### config.mk
export PLATFORM = sky130hd
export DESIGN_NAME = rect_buffer_coord_stream
export DESIGN_NICKNAME = d
export VERILOG_FILES = /design/src/rtl/rect_buffer_coord_stream.sv
export SDC_FILE = /design/constraint.sdc
export NUM_CORES = 1
export LEC_CHECK = 0
export ABC_AREA = 0
export BUFFER_PORTS_ARGS = -buffer_cell sky130_fd_sc_hd__buf_2
export CORE_MARGIN = 8
export CORE_UTILIZATION = 35
export DETAILED_ROUTE_END_ITERATION = 6
export SLEW_MARGIN = 40
export SYNTH_ARGS = -nofsm -noshare
export SYNTH_HDL_FRONTEND = slang
export SYNTH_SLANG_ARGS = --single-unit
### constraint.sdc
create_clock -name st_clk -period 3.3 [get_ports st_clk]
set_input_delay 0.825 -clock st_clk [delete_from_list [all_inputs] [get_ports st_clk]]
set_output_delay 0.825 -clock st_clk [all_outputs]
set_load 0.02 [all_outputs]
### src/rtl/rect_buffer_coord_stream.sv
`default_nettype none
// ============================================================================
//  Module      : rect_buffer_coord_stream
//  Description : Write-side coordinate generator for the rect buffer. Accepts
//                one block-row command (start, signed delta, run mode, gray)
//                and streams one interpolated coordinate per cycle with
//                valid/ready backpressure and zero-bubble command chaining.
//                Optional macro COORD_ROUND_EN selects round-half-up output
//                instead of floor.
//  Revision    : 1.0 - initial release
// ============================================================================
module rect_buffer_coord_stream #(
  parameter int BLK_W     = 32,
  parameter int COORD_W   = 16,
  parameter int DELTA_W   = 16,
  parameter int MAX_SHIFT = 2
) (
  input  logic                       st_clk,
  input  logic                       reset,
  input  logic                       in_valid,
  output logic                       in_ready,
  input  logic [COORD_W-1:0]         in_start_x,
  input  logic [COORD_W-1:0]         in_start_y,
  input  logic [DELTA_W-1:0]         in_dx,
  input  logic [DELTA_W-1:0]         in_dy,
  input  logic [1:0]                 in_mode,
  input  logic                       in_gray,
  output logic                       out_valid,
  input  logic                       out_ready,
  output logic [COORD_W-1:0]         out_x,
  output logic [COORD_W-1:0]         out_y,
  output logic [$clog2(BLK_W)-1:0]   out_col,
  output logic                       out_last,
  output logic                       out_gray
);

  // Column index width and accumulator width (sign bit + integer + fraction).
  localparam int c_col_w = $clog2(BLK_W);
  localparam int c_acc_w = COORD_W + c_col_w + 1;

  typedef enum logic [0:0] {
    IDLE = 1'b0,
    RUN  = 1'b1
  } state_t;

  state_t                     r_state;
  state_t                     w_state_next;

  logic signed [c_acc_w-1:0]  r_acc_x;
  logic signed [c_acc_w-1:0]  r_acc_y;
  logic signed [c_acc_w-1:0]  r_step_x;
  logic signed [c_acc_w-1:0]  r_step_y;
  logic [c_col_w-1:0]         r_col;
  logic [c_col_w-1:0]         r_last_col;
  logic                       r_gray;

  logic [1:0]                 w_mode_clamped;
  logic [c_col_w-1:0]         w_last_col;
  logic signed [c_acc_w-1:0]  w_step_x;
  logic signed [c_acc_w-1:0]  w_step_y;
  logic signed [c_acc_w-1:0]  w_start_x;
  logic signed [c_acc_w-1:0]  w_start_y;
  logic signed [c_acc_w-1:0]  w_out_acc_x;
  logic signed [c_acc_w-1:0]  w_out_acc_y;
  logic                       w_fire;
  logic                       w_fire_last;
  logic                       w_accept;

  // Command decode: clamp the run shift, derive run length and the per-column
  // step. The step is the delta scaled up by the shift so shorter runs cover
  // the same span as a full run.
  assign w_mode_clamped = (in_mode > 2'(MAX_SHIFT)) ? 2'(MAX_SHIFT) : in_mode;
  assign w_last_col     = c_col_w'((BLK_W >> w_mode_clamped) - 1);
  assign w_step_x       = {{(c_acc_w-DELTA_W){in_dx[DELTA_W-1]}}, in_dx} << w_mode_clamped;
  assign w_step_y       = {{(c_acc_w-DELTA_W){in_dy[DELTA_W-1]}}, in_dy} << w_mode_clamped;
  assign w_start_x      = {1'b0, in_start_x, {c_col_w{1'b0}}};
  assign w_start_y      = {1'b0, in_start_y, {c_col_w{1'b0}}};

  // Handshakes. A new command may be taken while the last beat of the current
  // run is being consumed, which removes the bubble between runs.
  assign out_valid   = (r_state == RUN);
  assign out_last    = out_valid && (r_col == r_last_col);
  assign w_fire      = out_valid && out_ready;
  assign w_fire_last = w_fire && out_last;
  assign in_ready    = (r_state == IDLE) || w_fire_last;
  assign w_accept    = in_valid && in_ready;

  // State register.
  always_ff @(posedge st_clk) begin
    if (reset) begin
      r_state <= IDLE;
    end else begin
      r_state <= w_state_next;
    end
  end

  // Next-state logic: enter RUN on acceptance, leave only when the last beat
  // drains with no follow-on command.
  always_comb begin
    w_state_next = r_state;
    case (r_state)
      IDLE: begin
        if (in_valid) begin
          w_state_next = RUN;
        end
      end
      RUN: begin
        if (w_fire_last && !in_valid) begin
          w_state_next = IDLE;
        end
      end
      default: begin
        w_state_next = IDLE;
      end
    endcase
  end

  // Datapath: load on acceptance, advance on every non-last accepted beat,
  // hold otherwise so a stalled beat is presented unchanged.
  always_ff @(posedge st_clk) begin
    if (reset) begin
      r_acc_x    <= '0;
      r_acc_y    <= '0;
      r_step_x   <= '0;
      r_step_y   <= '0;
      r_col      <= '0;
      r_last_col <= '0;
      r_gray     <= 1'b0;
    end else if (w_accept) begin
      r_acc_x    <= w_start_x;
      r_acc_y    <= w_start_y;
      r_step_x   <= w_step_x;
      r_step_y   <= w_step_y;
      r_col      <= '0;
      r_last_col <= w_last_col;
      r_gray     <= in_gray;
    end else if (w_fire && !out_last) begin
      r_acc_x    <= r_acc_x + r_step_x;
      r_acc_y    <= r_acc_y + r_step_y;
      r_col      <= r_col + 1'b1;
    end
  end

  // Output conversion. Rounding only biases the output path; the accumulators
  // keep their exact fractional value.
`ifdef COORD_ROUND_EN
  localparam logic signed [c_acc_w-1:0] c_half = c_acc_w'(BLK_W / 2);
  assign w_out_acc_x = r_acc_x + c_half;
  assign w_out_acc_y = r_acc_y + c_half;
`else
  assign w_out_acc_x = r_acc_x;
  assign w_out_acc_y = r_acc_y;
`endif

  // Arithmetic shift then truncate: floor division with modulo wrap.
  assign out_x    = COORD_W'(w_out_acc_x >>> c_col_w);
  assign out_y    = COORD_W'(w_out_acc_y >>> c_col_w);
  assign out_col  = r_col;
  assign out_gray = r_gray;

endmodule
`default_nettype wire

Word-level counts from Yosys, hierarchy flattened
Cells that the tools add are included.

Flip-flop bits (word level): 100. Bits of input ports: 71. Output and inout port bits: 41. Logic and storage cells: 39.

Add/sub/neg operators: 4. Order comparisons: 1. Eq/ne operators: 1. Shifts and indexed selects: 3. Mux-type cells: 8. Bitwise logic cells: 1. Reductions and logical operators: 11.

Operators by type and width (number): $mux 21 (4); $add 22x22->22 (2); $shl 22x2->22 (2); $logic_and 1x1->1 (6); $shr 6x2->5 const A (1); $add 5x1->5 const B (1); $eq 5x5->1 (1); $sub 5x2->5 const B (1); $gt 2x2->1 const B (1); $logic_not 1->1 (2); $mux 1 (2); $mux 2 (1); $pmux 1 s2 (1); $reduce_bool 2->1 (1); $reduce_or 2->1 (1); $logic_or 1x1->1 (1); $not 1->1 (1).

Depth between registers and ports, before layout
Gate-level depths: netlist of the first run.

Depth in word-level cells: 6. Mapped depth: 9.

Worst setup path after synthesis of the first run
OpenSTA, ideal clock, no wires.

Kind: reg2reg. Start point: register r_acc_x[0]. End point: register r_acc_x[20]. Setup time: 133 ps. Arrival: 2406 ps. Data required time: 3167 ps. Setup slack: 761 ps. Stages on the path, launching flop included: 10. Clock period less this slack: 2539 ps. Path through: dfxtp_1 -> ha_1 -> fa_1 -> a21oi_1 -> o2111ai_1 -> or3_1 -> a31oi_1 -> a31o_2 -> mux2i_1 -> a31oi_1.

Cells in the longest elaborated chain, start to end: 3.

RTL lines: from (decl) (RTL line 49) `logic signed [c_acc_w-1:0] r_acc_x;`; from (signal assigned) (RTL line 130) `r_acc_x <= w_start_x;`; from (signal assigned) (RTL line 138) `r_acc_x <= r_acc_x + r_step_x;`; $add 22x22->22 (RTL line 138); $mux 21 (RTL line 137) `end else if (w_fire && !out_last) begin`; $mux 21 (RTL line 129) `end else if (w_accept) begin`.

No other way between the ends. The select of a mux whose other input is x is not followed. A chain may end at the register's enable or synchronous reset.

Final worst setup path of the first run
Start point: register r_col[2] (netlist: out_col[2]). End point: output in_ready.

Cells in the longest elaborated chain, start to end: 4.

RTL lines: from (decl) (RTL line 53) `logic [c_col_w-1:0] r_col;`; from (signal assigned) (RTL line 140) `r_col <= r_col + 1'b1;`; $eq 5x5->1 (RTL line 82) `assign out_last = out_valid && (r_col == r_last_col);`; $logic_and 1x1->1 (RTL line 82); $logic_and 1x1->1 (RTL line 84) `assign w_fire_last = w_fire && out_last;`; $logic_or 1x1->1 (RTL line 85) `assign in_ready = (r_state == IDLE) || w_fire_last;`; to (decl) (RTL line 21) `output logic in_ready,`.

No other way between the ends.

==> results of run 1 <==
## cell usage in the layout (no fill, tap or decap), types with 13 or more instances in the layout
cell                       netlist  final
sky130_fd_sc_hd__mux2i_1        39     39
sky130_fd_sc_hd__nor2_1         55     55
sky130_fd_sc_hd__o21ai_0        44     44
sky130_fd_sc_hd__a211oi_1       19     19
sky130_fd_sc_hd__nand3_1        14     14
sky130_fd_sc_hd__ha_1           41     41
sky130_fd_sc_hd__buf_2           7    109
sky130_fd_sc_hd__dfxtp_1        91     91
sky130_fd_sc_hd__nand2_1       147    146
sky130_fd_sc_hd__xor2_1         18     18
sky130_fd_sc_hd__buf_4          33     13
sky130_fd_sc_hd__nor3_1         15     14
sky130_fd_sc_hd__a21oi_1        93     93
sky130_fd_sc_hd__xnor2_1        20     20
## critical path, delay by kind of cell (launching register included)
kind	cells	cell delay (ns)
AO/OA/AOI/OAI	1	0.52
XOR/XNOR	1	0.15
buffers and inverters	1	0.26
flip-flops	1	0.44
AND/OR/NAND/NOR	1	0.26
## power by group through the flow
stage	clock network (mW)	registers (mW)	logic, mW
CTS	1.14	1.23	0.719
finish	1.11	1.23	0.714
detailed placement	0	1.26	0.715
floorplan	0	1.24	0.558
global placement	0	1.25	0.712
global route	1.18	1.24	0.798
## Yosys cell counts, types with 3 or more instances
master | n | area share
sky130_fd_sc_hd__mux2i_1 | 39 | 0.062
sky130_fd_sc_hd__inv_1 | 8 | 0.0048
sky130_fd_sc_hd__a31oi_1 | 11 | 0.011
sky130_fd_sc_hd__o21bai_1 | 7 | 0.0083
sky130_fd_sc_hd__o21ai_0 | 44 | 0.035
sky130_fd_sc_hd__a211o_1 | 4 | 0.0056
sky130_fd_sc_hd__clkbuf_1 | 34 | 0.020
sky130_fd_sc_hd__nor4_1 | 3 | 0.0030
sky130_fd_sc_hd__a211oi_1 | 19 | 0.023
sky130_fd_sc_hd__o21a_1 | 6 | 0.0071
sky130_fd_sc_hd__buf_4 | 33 | 0.039
sky130_fd_sc_hd__ha_1 | 41 | 0.081
sky130_fd_sc_hd__xor2_1 | 18 | 0.025
sky130_fd_sc_hd__o22ai_1 | 10 | 0.0099
sky130_fd_sc_hd__o211ai_1 | 3 | 0.0036
sky130_fd_sc_hd__a22oi_1 | 6 | 0.0071
sky130_fd_sc_hd__or3_1 | 5 | 0.0050
sky130_fd_sc_hd__a21oi_1 | 93 | 0.074
sky130_fd_sc_hd__o31ai_1 | 6 | 0.0071
sky130_fd_sc_hd__nand2_1 | 147 | 0.088
sky130_fd_sc_hd__nand4_1 | 4 | 0.0040
sky130_fd_sc_hd__a21o_1 | 11 | 0.013
sky130_fd_sc_hd__buf_6 | 3 | 0.0054
sky130_fd_sc_hd__xnor2_1 | 20 | 0.028
sky130_fd_sc_hd__nand3_1 | 14 | 0.011
sky130_fd_sc_hd__nor3_1 | 15 | 0.012
sky130_fd_sc_hd__nor2b_1 | 3 | 0.0030
sky130_fd_sc_hd__and3_1 | 10 | 0.0099
sky130_fd_sc_hd__nor2_1 | 55 | 0.033
sky130_fd_sc_hd__dfxtp_1 | 91 | 0.29
sky130_fd_sc_hd__nand2b_1 | 5 | 0.0050
sky130_fd_sc_hd__buf_2 | 7 | 0.0056
sky130_fd_sc_hd__o21ai_1 | 11 | 0.0087
## sequential cells by signal (all words and copies together), names as in the netlist
signal / cells
r_acc_x: 21
out_gray: 1
r_acc_y: 21
r_last_col: 4
out_col: 5
out_valid: 1
r_step_x: 19
r_step_y: 19
## path summary, 6_finish.rpt
| check | endpoint | slack (ns) |
|---|---|---|
| worst min-delay path | r_acc_x[4] | 0.46 |
| worst max-delay path | in_ready | 0.48 |
| worst min register to register | r_acc_x[4] | 0.46 |
| worst max register to register | r_acc_x[20] | 0.50 |
## cell type report
cell class / count / area share
inverters: 10 / 0.00527
repair buffers: 123 / 0.0930
multi-input cells: 644 / 0.562
well taps: 229 / 0.0402
flip-flops and latches: 91 / 0.256
clock inverters: 3 / 0.00632
clock buffers: 13 / 0.0379
## layer usage
metal | share of wire | vias to the layer above | global-route usage
met2 | 0.44 | 126 | 0.244
li1 | - | 3026 | -
met3 | 0.058 | 17 | 0.0412
met5 | 0 | - | 0
met1 | 0.49 | 2765 | 0.214
met4 | 0.012 | 0 | 0.0470
## metrics by stage
stage | total power [mW] | hold slack (ns) | instances | setup WS, ns
after floorplan | 1.80 | 0.436 | 823 | 0.761
after global placement | 1.97 | 0.447 | 1097 | 0.587
after detailed placement | 1.97 | 0.451 | 1097 | 0.535
after CTS | 3.09 | 0.461 | 1113 | 0.503
after global routing | 3.22 | 0.476 | 1113 | 0.309
final | 3.05 | 0.459 | 1113 | 0.484
## kinds of logic after synthesis
group / Yosys count / share of synthesized area
simple gates: 274 / 0.190
compound gates: 250 / 0.242
flops: 91 / 0.289
buf+inv: 88 / 0.0770
fa+ha+maj: 43 / 0.0878
mux: 39 / 0.0619
xor+xnor: 38 / 0.0528
==> metrics.log, run 1 <==
INFO  metric status = finished, final reports clean
INFO  metric cp_slowest_cell = sky130_fd_sc_hd__o31ai_1
INFO  metric hold_path.startpoint = r_acc_x[4]
INFO  metric gp_routability_congestion = 0.877
INFO  metric cts_resized = 0
INFO  metric combPwrFrac = 0.234
INFO  metric std_cell_rows = just under 50
INFO  metric final_antenna_net_count = 0
INFO  metric maximum_number_of_pins_on_one_net_before_global_route_repair = 60
INFO  metric clk_latency = 0.36 ns
INFO  metric wl_per_cell = 15.9 µm
INFO  metric switching_share = 0.313
INFO  metric layout-area-overhead-vs-synth = 13.1%
INFO  metric worst_ep_required_time = around 2.5 ns
INFO  metric cts.repair_timing.setup_buffer_count = 0
INFO  metric vias = 5934
INFO  metric worstHoldPathType = reg -> reg
INFO  metric die-width = 150 µm
INFO  metric io_buffers = 111
INFO  metric worst_setup_hold_path_clk_slew = 0.07 ns
INFO  metric vias_in_the_first_global_route = between 5000 and 6000
INFO  metric clock_tree.htree_level_count = 3
INFO  metric first_pass_iters = 4
INFO  metric finalCritPeriodShare = 0.853
INFO  metric design.die.area = 0.0226 mm²
INFO  metric ctsRootBufferMaster = sky130_fd_sc_hd__clkbuf_16
INFO  metric yosys.cell_types.count = 62
INFO  metric worst_ep_arrival_time = 1.99 ns
INFO  metric regArea = 0.00182 mm²
INFO  metric worst_pin_slew = 0.838 ns
INFO  metric maxCapViolCount = 0
INFO  metric yosys_warnings = 0
INFO  metric power_leakage = between 3 and 4 nW
INFO  metric grt_use_total = 0.159
INFO  metric net-switching-power = 0.956 mW
INFO  metric critPathKind = reg -> out
INFO  metric drive_gt1_frac = 0.170
INFO  metric timing.fmax = about 0.36 GHz
INFO  metric grt_remaining_overflow = 0
INFO  metric tns = 0 ns
INFO  metric synth-edff-count = 0
INFO  metric finalClockSkew = 0.0116 ns
INFO  metric post_dp_cell_area = 0.00681 mm²
INFO  metric ys_async_sr_fraction = 0
INFO  metric synthesis.area = ~0.0063 mm²
INFO  metric num_io_pins = 112
INFO  metric clock_power_share = 0.364
INFO  metric ys_seq_area_frac = 0.289
INFO  metric tritoncts = done
INFO  metric cts_hold_buf = 0
INFO  metric slew_viol_final = 0
INFO  metric finalSetupViolCount = 0
INFO  metric timing_hold_violations_final = 0
INFO  metric post-route-cell-area = ~0.0071 mm²
INFO  metric cts_inserted_buffers = 9
INFO  metric crit_path_max_fanout = 5
INFO  metric coreArea = between 0.015 and 0.02 mm²
INFO  metric drcViolationCount = 0
INFO  metric syn-mean-instance-area = ~7.7 µm²
INFO  metric worst_ir_drop_vdd = 0.259 mV
INFO  metric synth_ff_type = sky130_fd_sc_hd__dfxtp_1
INFO  metric postSynthNetCount = 937
INFO  metric power.internal = 2.10 mW
INFO  metric drt_wl_total = approximately 18000 µm
INFO  metric grt_pass1_wl = 28900 µm
INFO  metric detailedPlacementHpwl = 13300 µm
INFO  metric critPathLaunchType = register
INFO  metric synth.ff_latch_count = a little over 90
INFO  metric worst_hold_path.num_cells = 2
INFO  metric area_of_the_multi_input_gates = 0.00400 mm²
INFO  metric worst_setup_path_end_kind = primary output
INFO  metric crit_start = out_col[2]
INFO  metric final_core_util = 0.400
INFO  metric post_synth_inst_count = 823
INFO  metric num-nets-final = 993
INFO  metric clk_path_buf_depth = 2
INFO  metric timing.critical_path.cells = xnor2_1, nand3_1, o31ai_1, buf_2
INFO  metric reg2reg_depth = 9
INFO  metric n_fill_cell = approximately 1900
INFO  metric powerDensity = around 430 mW/mm²
INFO  metric die_height = 150 µm
INFO  metric crit_path_max_incr_delay = 0.52 ns
INFO  metric timing.max_slew.rel_slack = 0.439
INFO  metric floorplan.initialDensity = 0.353
INFO  metric seqPwrFrac = 0.403
INFO  metric clock_sink_count = 91
INFO  metric initial_antenna_violation_count = 0
INFO  metric drtIter0Drc = ~370
INFO  metric drt-vias-per-instance = 5.33
INFO  metric worst_r2r_startpoint = r_acc_x[0]
INFO  metric grt_setup_unrepaired = no
INFO  metric antenna_cells_inserted = 0
INFO  metric period_minus_slack = about 2.8 ns
Power figures use the tool's default switching activity.
==> run 2: changes to the inputs <==
SETUP_SLACK_MARGIN = 0.5   (was not set)
==> run 2 against run 1 <==
Against the previous run: routed wire length increased by 0.23%; combinational power up 0.7%; global-route usage did not move; setup slack gained 0.16 ns; non-clock buffer count unchanged; via count up 0.15%; register-to-register slack better by 0.14 ns; final cell count stayed put; clock skew shrank 0.0020 ns; critical endpoint unchanged.
==> metrics.log, run 2 (synthesis gave the netlist of run 1 again) <==
INFO  metric slew_viol_final = 0 (unchanged)
INFO  metric combPwrFrac = 0.235 (about the same)
INFO  metric power_leakage = 3.15 nW (+0.22%)
INFO  metric final_antenna_net_count = 0 (unchanged)
INFO  metric drt_wl_total = 17800 µm (+0.23%)
INFO  metric first_pass_iters = 4 (unchanged)
INFO  metric most_common_cell_after_layout_fill_and_taps_aside = sky130_fd_sc_hd__nand2_1
INFO  metric detailedPlacementHpwl = 13300 µm (unchanged)
INFO  metric grt_setup_unrepaired = no
INFO  metric finalCritPeriodShare = 0.805 (-0.0480)
INFO  metric powerDensity = 427 mW/mm² (-0.28%)
INFO  metric num_io_pins = 112 (unchanged)
INFO  metric final_core_util = 0.402 (+0.00196)
INFO  metric period_minus_slack = 2.66 ns (-0.158 ns)
INFO  metric crit_path_max_incr_delay = 0.44 ns (-0.08 ns)
INFO  metric power.internal = 2.10 mW (about the same)
INFO  metric grt_use_total = 0.159 (unchanged)
INFO  metric drive_gt1_frac = 0.175 (+0.00566)
INFO  metric worstHoldPathType = reg -> reg
INFO  metric grt_remaining_overflow = 0 (unchanged)
INFO  metric io_buffers = 111 (unchanged)
INFO  metric antenna_cells_inserted = 0 (unchanged)
INFO  metric clock_tree.htree_level_count = 3 (unchanged)
INFO  metric vias_in_the_first_global_route = 5648 (unchanged)
INFO  metric worst_ir_drop_vdd = 0.261 mV (+0.52%)
INFO  metric worst_setup_hold_path_clk_slew = 0.07 ns (about the same)
INFO  metric placed_cell_count = 1097 (unchanged)
INFO  metric clk_latency = 0.36 ns (about the same)
INFO  metric worst_ep_required_time = 2.47 ns (about the same)
INFO  metric status = finished, final reports clean
INFO  metric worst_path_dominant_cell_family = flip-flops
INFO  metric leading_cell_types_in_the_layout_fill_and_taps_excluded = sky130_fd_sc_hd__nand2_1, sky130_fd_sc_hd__buf_2, sky130_fd_sc_hd__a21oi_1, sky130_fd_sc_hd__dfxtp_1, sky130_fd_sc_hd__nor2_1
INFO  metric clock_sink_count = 91 (unchanged)
INFO  metric cts_inserted_buffers = 9 (unchanged)
INFO  metric worst_setup_path_end_kind = primary output
INFO  metric gp_routability_congestion = 0.877 (unchanged)
INFO  metric seqPwrFrac = 0.402 (about the same)
INFO  metric clk_path_buf_depth = 2 (unchanged)
INFO  metric net-switching-power = 0.961 mW (+0.52%)
INFO  metric timing.fmax = 0.376 GHz (+6.0%)
INFO  metric coreArea = 0.0178 mm² (unchanged)
INFO  metric timing.max_slew.rel_slack = 0.447 (+0.00768)
INFO  metric critPathKind = reg -> out
INFO  metric timing.critical_path.cells = xnor2_1, nand3_1, o31ai_4, buf_2
INFO  metric worst_ep_arrival_time = 1.83 ns (-0.16 ns)
INFO  metric critical_path_buf_inv_count = 1 (unchanged)
INFO  metric tritoncts = done
INFO  metric vias = 5943 (+0.15%)
INFO  metric drtIter0Drc = 351 (-5.9%)
INFO  metric maxCapViolCount = 0 (unchanged)
INFO  metric cts.repair_timing.setup_buffer_count = 0 (unchanged)
INFO  metric grt_pass1_wl = 28900 µm (unchanged)
INFO  metric crit_path_max_fanout = 5 (unchanged)
INFO  metric finalSetupViolCount = 0 (unchanged)
INFO  metric floorplan.initialDensity = 0.353 (unchanged)
INFO  metric top_regs = r_acc_x (21), r_acc_y (21)
INFO  metric switching_share = 0.314 (+0.000976)
INFO  metric design.die.area = 0.0226 mm² (unchanged)
INFO  metric std_cell_rows = 49 (unchanged)
INFO  metric wl_per_cell = 16.0 µm (+0.23%)
INFO  metric timing_hold_violations_final = 0 (unchanged)
INFO  metric tns = 0 ns (unchanged)
INFO  metric maximum_number_of_pins_on_one_net_before_global_route_repair = 60 (unchanged)
INFO  metric worst_pin_slew = 0.826 ns (-0.0115 ns)
INFO  metric clock_power_share = 0.363 (about the same)
INFO  metric critPathLaunchType = register
INFO  metric cp_slowest_cell = sky130_fd_sc_hd__dfxtp_1
INFO  metric die_height = 150 µm (unchanged)
INFO  metric die-width = 150 µm (unchanged)
INFO  metric drt-vias-per-instance = 5.34 (+0.15%)
INFO  metric ctsRootBufferMaster = sky130_fd_sc_hd__clkbuf_16
INFO  metric num-nets-final = 993 (unchanged)
INFO  metric drcViolationCount = 0 (unchanged)
INFO  metric finalClockSkew = 0.00955 ns (-0.00203 ns)
INFO  metric cell_count_final_fillers_out = 1113 (unchanged)
INFO  metric layout-area-overhead-vs-synth = 13.7%
INFO  metric initial_antenna_violation_count = 0 (unchanged)
run 2: final cells by class:
class,instances,area [µm²]
tap,229,287
clock inverter,3,45.0
clock buffer,13,270
timing repair buffer,123,663
inverter,10,37.5
fill,1852,10700
multi-input combinational,644,4040
sequential,91,1820
run 2: metal layers:
metal  up-vias  track usage  share of wire
met5         -            0              0
met4         0       0.0470          0.015
met3        23       0.0412          0.056
met2       134        0.244           0.43
met1      2766        0.214           0.50
li1       3020            -              -
run 2: final timing paths:
path / start / to / slack, ns / cells past startpoint
setup / recovery: out_col[2] / in_ready / 0.64 / 4
hold / removal: r_step_x[0] / r_step_x[0] / 0.46 / 2
setup reg to reg: r_acc_x[0] / r_acc_x[20] / 0.64 / 9
hold reg to reg: r_step_x[0] / r_step_x[0] / 0.46 / 2
run 2: worst reg2reg max path: cells and delay by family, from the launching register on:
kind	cells	cell delay [ns]
flops	1	0.31
fa+ha+maj	2	0.67
compound gates	5	1.02
simple gates	1	0.36
mux	1	0.19
run 2: per-stage QoR:
stage	total power, mW	instance area [µm²]	hold slack (ns)	worst slack, ns
3_3_place_gp	1.97	6810	0.447	0.587
3_5_place_dp	1.97	6810	0.451	0.535
2_1_floorplan	1.80	6300	0.436	0.761
4_1_cts	3.09	7130	0.461	0.503
6_report	3.06	7160	0.459	0.642
5_1_grt	3.23	7160	0.476	0.503
run 2: timing repair:
action                                  CTS  global route
endpoints found under the setup margin    0             7
hold buffers                              0             0
gates resized for setup                   0             6
run 2: power by group through the flow:
stage	clock, mW	combinational (mW)	sequential, mW
2_1_floorplan	0	0.558	1.24
4_1_cts	1.14	0.719	1.23
6_report	1.11	0.719	1.23
3_5_place_dp	0	0.715	1.26
3_3_place_gp	0	0.712	1.25
5_1_grt	1.18	0.803	1.24
